### config.mk
export PLATFORM = sky130hd
export DESIGN_NAME = safe_controller_param
export DESIGN_NICKNAME = d
export VERILOG_FILES = /design/src/rtl/safe_controller_param.sv
export SDC_FILE = /design/constraint.sdc
export NUM_CORES = 1
export LEC_CHECK = 0
export CAP_MARGIN = 20
export CORE_UTILIZATION = 33
export DETAILED_ROUTE_END_ITERATION = 10
export PLACE_DENSITY = 0.58
export SLEW_MARGIN = 20
export SYNTH_ARGS = -nofsm -noshare
export SYNTH_HDL_FRONTEND = slang
export SYNTH_SLANG_ARGS = --single-unit
### constraint.sdc
create_clock -name clk -period 5.42 [get_ports clk]
set_input_delay 1.084 -clock clk [delete_from_list [all_inputs] [get_ports clk]]
set_output_delay 1.084 -clock clk [all_outputs]
set_load 0.01 [all_outputs]
### src/rtl/safe_controller_param.sv
// safe_controller_param: keypad safe FSM with password check, change-with-confirm and timed lockout
module safe_controller_param #(
  parameter int PW_LEN = 6,
  parameter int MAX_TRIES = 3,
  parameter int LOCKOUT_CYCLES = 1000,
  parameter logic [4*PW_LEN-1:0] DEFAULT_PW = 24'h123456
) (
  input  logic clk,
  input  logic reset,
  input  logic key_valid,
  input  logic [3:0] key_code,
  input  logic reset_password,
  input  logic initialize,
  output logic [PW_LEN-1:0] password_led,
  output logic [2:0] state,
  output logic unlocked,
  output logic error,
  output logic [$clog2(MAX_TRIES+1)-1:0] fail_count
);
  localparam int FW = $clog2(MAX_TRIES+1);
  localparam int CW = $clog2(PW_LEN+1);
  localparam int TW = $clog2(LOCKOUT_CYCLES);
  localparam int BW = 4*PW_LEN;
  typedef enum logic [2:0] {LOCKED, ENTRY, OPEN, SET_NEW, CONFIRM, LOCKOUT} st_t;
  st_t st, st_n;
  logic [BW-1:0] ent, ent_n, tmp, tmp_n, pw, pw_n;
  logic [CW-1:0] cnt, cnt_n;
  logic [FW-1:0] fc_n;
  logic [TW-1:0] tmr, tmr_n;
  logic [PW_LEN-1:0] led_n;
  logic err_n, dig, star, sharp, room, full;
  assign dig = key_valid && key_code <= 4'd9;
  assign star = key_valid && key_code == 4'd10;
  assign sharp = key_valid && key_code == 4'd11;
  assign room = cnt < CW'(PW_LEN);
  assign full = cnt == CW'(PW_LEN);
  assign state = st;
  // digits shift in from the right so digit 0 ends up in the MSBs after PW_LEN keys
  always_comb begin
    st_n = st;
    ent_n = ent;
    tmp_n = tmp;
    pw_n = pw;
    cnt_n = cnt;
    fc_n = fail_count;
    tmr_n = tmr;
    err_n = 1'b0;
    if (initialize && st != LOCKOUT) begin
      st_n = LOCKED;
      ent_n = '0;
      tmp_n = '0;
      pw_n = DEFAULT_PW;
      cnt_n = '0;
      fc_n = '0;
      tmr_n = '0;
    end else begin
      case (st)
        LOCKED: if (dig) begin
          st_n = ENTRY;
          ent_n = {{(BW-4){1'b0}}, key_code};
          cnt_n = CW'(1);
        end
        ENTRY: begin
          if (dig && room) begin
            ent_n = {ent[BW-5:0], key_code};
            cnt_n = cnt + 1'b1;
          end
          if (star || sharp) begin
            ent_n = '0;
            cnt_n = '0;
            st_n = LOCKED;
          end
          if (sharp && full && ent == pw) begin
            st_n = OPEN;
            fc_n = '0;
          end else if (sharp) begin
            err_n = 1'b1;
            fc_n = fail_count + 1'b1;
            if (fc_n == FW'(MAX_TRIES)) begin
              st_n = LOCKOUT;
              tmr_n = TW'(LOCKOUT_CYCLES-1);
            end
          end
        end
        OPEN: if (reset_password) begin
          st_n = SET_NEW;
          cnt_n = '0;
        end else if (sharp) st_n = LOCKED;
        SET_NEW, CONFIRM: begin
          if (dig && room) begin
            ent_n = {ent[BW-5:0], key_code};
            cnt_n = cnt + 1'b1;
          end
          if (star) begin
            st_n = OPEN;
            cnt_n = '0;
          end else if (sharp) begin
            cnt_n = '0;
            if (st == SET_NEW) begin
              tmp_n = full ? ent : tmp;
              st_n = full ? CONFIRM : SET_NEW;
              err_n = !full;
            end else begin
              st_n = OPEN;
              pw_n = (full && ent == tmp) ? ent : pw;
              err_n = !(full && ent == tmp);
            end
          end
        end
        LOCKOUT: begin
          tmr_n = tmr - 1'b1;
          if (tmr == '0) begin
            st_n = LOCKED;
            fc_n = '0;
            tmr_n = '0;
          end
        end
        default: st_n = LOCKED;
      endcase
    end
    led_n = st_n == OPEN ? '1 :
            (st_n == ENTRY || st_n == SET_NEW || st_n == CONFIRM) ? ~({PW_LEN{1'b1}} << cnt_n) : '0;
  end
  always_ff @(posedge clk or posedge reset) begin
    if (reset) begin
      st <= LOCKED;
      ent <= '0;
      tmp <= '0;
      pw <= DEFAULT_PW;
      cnt <= '0;
      fail_count <= '0;
      tmr <= '0;
      password_led <= '0;
      unlocked <= 1'b0;
      error <= 1'b0;
    end else begin
      st <= st_n;
      ent <= ent_n;
      tmp <= tmp_n;
      pw <= pw_n;
      cnt <= cnt_n;
      fail_count <= fc_n;
      tmr <= tmr_n;
      password_led <= led_n;
      unlocked <= st_n == OPEN;
      error <= err_n;
    end
  end
endmodule

==> results by group <==
Route
  • Starting DRT DRC Count: 277
  • Vias: 3858
  • DRT Wirelength: 11.67 mm
  • Routed Antenna Nets: 0
  • DR vias/cell: 5.063
  • Drt first pass iters: 4
  • Routed len/inst: 15.32 µm
  • DRC viols: 0

Floorplanning
  • Die H: 127.1 µm
  • Die area: 16150 µm²
  • I/O pins: 22
  • Die width: 127.1 µm
  • Row count: 45
  • Initial Utilization: 33.84%
  • Core area: 15260 µm²

Synth
  • Post-Syn Area: 5164 µm²
  • Ys Warns: 0
  • Largest area contributor in the synthesized netlist: dfrtp_1
  • Seq cells post-synth: 98
  • Synthesized net count: 565
  • Post-synth cell types: 54
  • Async set-reset flop share out of synthesis: 100.0%
  • Top_reg_cell synth: dfrtp_1
  • Area contributors post-synth: dfrtp_1 (43%), mux2i_1 (8.7%), nand2_1 (6.1%), xor2_1 (4.9%), dfstp_2 (4.6%)
  • EDFF count, synth: 0
  • Mean Syn Cell Area: 9.355 µm²
  • Gate count after technology mapping: 552
  • Top cell type's share of synthesized area: 43.13%
  • Sequential cell area fraction in the yosys report: 47.71%
  • Most common cell in the netlist: dfrtp_1
  • Synth cell count leaders: dfrtp_1 (89), nand2_1 (84), nor2_1 (60)

STA
  • Worst Skew: 0.007267 ns
  • RSZ-0062 raised after global routing: no
  • Final min period: 3.322 ns
  • Slew Limit Fails: 0
  • Fin. Hold Viols: 0
  • Max frequency: 0.3010 GHz
  • Worst-margin pin slew: 0.9514 ns
  • Final TNS setup: 0 ns
  • Setup Viol. Count Final: 0
  • Slew margin rel.: 36.42%
  • Final worst-path cycle share: 61.29%

Global routing
  • Antenna violations before repair: 0
  • First-pass GRT wire length: 19.52 mm
  • Largest net degree at the start of global routing: 62
  • Vias in the first global route: 3740
  • Global router's overall resource usage: 15.47%
  • Gr ovfl total: 0

Worst setup path
  • Worst Setup End Kind: flip-flop
  • Worst EP arrival: 3.54 ns
  • FF-to-FF path depth: 7
  • Reg2Reg Setup Slack: 2.60 ns
  • Critical path launch point: key_code[1]
  • Worst Setup Path Type: in -> reg
  • Setup crit end: password_led[5]$_DFF_PP0_
  • Worst EP required: 5.64 ns
  • Crit-path max FO: 25
  • Startpoint Class: input port
  • R2r startpoint: state[2]$_DFF_PP0_
  • R2R Path End: pw[19]$_DFFE_PP0P_

Cells and area
  • Final Non-Filler Cells: 762
  • Antenna cells: 0
  • Fillers: 1520
  • Share of layout cells above drive strength 1: 7.078%
  • Syn-to-layout area delta: 12.16%
  • Final net count: 559

Placed design
  • Hpwl dp: 7.899 mm
  • Placer congestion estimate: 0.8556
  • I/O Buffers: 21
  • Inst Count DP: 746

Pwr
  • Power Internal: 0.001199 W
  • Power, Total: 0.001578 W
  • NetSw: 0.0003793 W
  • Clock share of power: 43.2%
  • Static Leak: 2.457 nW
  • Combinational share of power: 8.5%
  • Reg power frac: 48.3%
  • Sw frac: 24.03%
  • Pwr dens: 272.5 nW/µm²
  • Maximum VDD drop: 0.0001415 V

Clock tree
  • Cts bufs inserted: 9
  • Post-cts sizing count: 0
  • Clock Tree Buf Depth: 2
  • Setup Buffers After CTS: 0
  • CTS Hold Bufs: 0
  • Clock Latency Late Sink: 0.35 ns
  • Clock Tree Root: clkbuf_16
  • Clock sink count: 98
  • Clock transition at path regs: 0.07 ns
  • TritonCTS clock tree: yes
  • H-tree Lvls: 3

Flow run
  • Max cap viols: 0

Worst hold path
  • Hold WC Path Type: reg -> reg

Outcome
  • Status: finished clean
==> through the flow <==
step	setup slack (ns)	cell area [µm²]	utilization, %	hold WS (ns)
CTS	2.107	5792	37.96	0.5329
finish	2.098	5792	37.96	0.5256
global placement	1.775	5479	35.91	0.5014
floorplan	1.789	5164	-	0.4826
detailed placement	1.737	5479	35.91	0.5177
global route	1.814	5792	37.96	0.5558
==> worst min path at each step <==
stage                              startpoint                        end  slack [ns]  depth (start not counted)
finish                     tmr[0]$_DFFE_PP0P_         tmr[0]$_DFFE_PP0P_        0.53                          1
global route              tmp[12]$_DFFE_PP0P_        tmp[12]$_DFFE_PP0P_        0.56                          2
CTS                        tmr[0]$_DFFE_PP0P_         tmr[0]$_DFFE_PP0P_        0.53                          1
global placement    fail_count[1]$_DFFE_PP0P_  fail_count[1]$_DFFE_PP0P_        0.50                          2
floorplan                  tmr[4]$_DFFE_PP0P_         tmr[4]$_DFFE_PP0P_        0.48                          2
detailed placement  fail_count[1]$_DFFE_PP0P_  fail_count[1]$_DFFE_PP0P_        0.52                          2
==> power by group through the flow <==
stage / combinational, W / clock, W / sequential (W)
after floorplan: 0.000101 / 0 / 0.000763
after global placement: 0.000134 / 0 / 0.000775
after detailed placement: 0.000135 / 0 / 0.000775
after CTS: 0.000136 / 0.000698 / 0.000762
after global routing: 0.000150 / 0.000725 / 0.000763
final: 0.000135 / 0.000681 / 0.000762
==> cell usage in the layout, fill, tap and decap left out, types with 2 or more instances in the layout <==
cell type        synthesis  final
nand2_1                 84     84
nor2b_1                  6      6
a21oi_1                 43     43
a31oi_1                  3      3
o31a_1                   2      2
o21ai_1                  4      4
a22o_1                   5      5
inv_1                   13     12
dfstp_2                  9      9
a211oi_1                 3      3
o211ai_1                 3      3
clkbuf_1                16      3
o21ai_0                 13     13
nand3_1                  8      8
nand2b_1                 2      2
nor4_1                   8      8
or3_1                    2      2
nor3_1                  10     10
clkbuf_16                0      9
bufinv_16                0      2
mux2i_1                 45     45
nor2_1                  60     59
dfrtp_1                 89     89
nand4_1                  9      9
a21o_1                   2      2
xnor2_1                 21     21
o31ai_1                  2      2
ha_1                     4      4
buf_4                    3      5
nor2_4                   2      2
xor2_1                  29     29
o22ai_1                  2      2
o22a_1                   2      2
clkdlybuf4s50_1          0     21
and2_1                   5      5
==> registers in the layout (all words and copies together), names as in the netlist, 2 cells and up <==
register	cells
ent	24
pw	24
tmp	24
tmr	10
password_led	6
cnt	3
state	3
fail_count	2
==> layer usage <==
metal | share of wire, % | wire length [µm] | vias up | track usage (%)
met5 | 0 | 0 | - | 0
met4 | 1.7 | 199 | 0 | 6.162
met3 | 3.3 | 382 | 10 | 2.554
met2 | 46 | 5370 | 85 | 23.95
met1 | 49 | 5720 | 1910 | 21.61
li1 | - | - | 1853 | -
==> critical path, cell delays in order <==
cell and delay (ns):
clkdlybuf4s50_1 0.57, nand4b_1 0.25, nor2_1 0.22, nand2_1 0.53, o311ai_0 0.32, o211ai_1 0.16
nand3b_1 0.27, o21ai_0 0.14
==> area by class of cell <==
| cell class | count | area, µm² | share of cell area [%] |
|---|---|---|---|
| clock buffer | 12 | 236.5 | 4.083 |
| multi-input combinational | 398 | 2452 | 42.34 |
| clock inverter | 4 | 76.32 | 1.318 |
| inverter | 13 | 51.30 | 0.8857 |
| tap | 211 | 264.0 | 4.558 |
| timing repair buffer | 26 | 247.7 | 4.277 |
| sequential | 98 | 2464 | 42.54 |
==> kinds of logic after synthesis <==
family                     after synthesis  share of synthesized area, %
and+or+nand+nor                        204                         17.88
DFF                                     98                         47.71
AOI/OAI and AO/OA                       95                         11.39
buffers and inverters                   56                         4.846
xor gates and xnor gates                50                         8.481
muxes                                   45                         8.723
adders and majority gates                4                        0.9693
(Power assumes the default switching activity.)
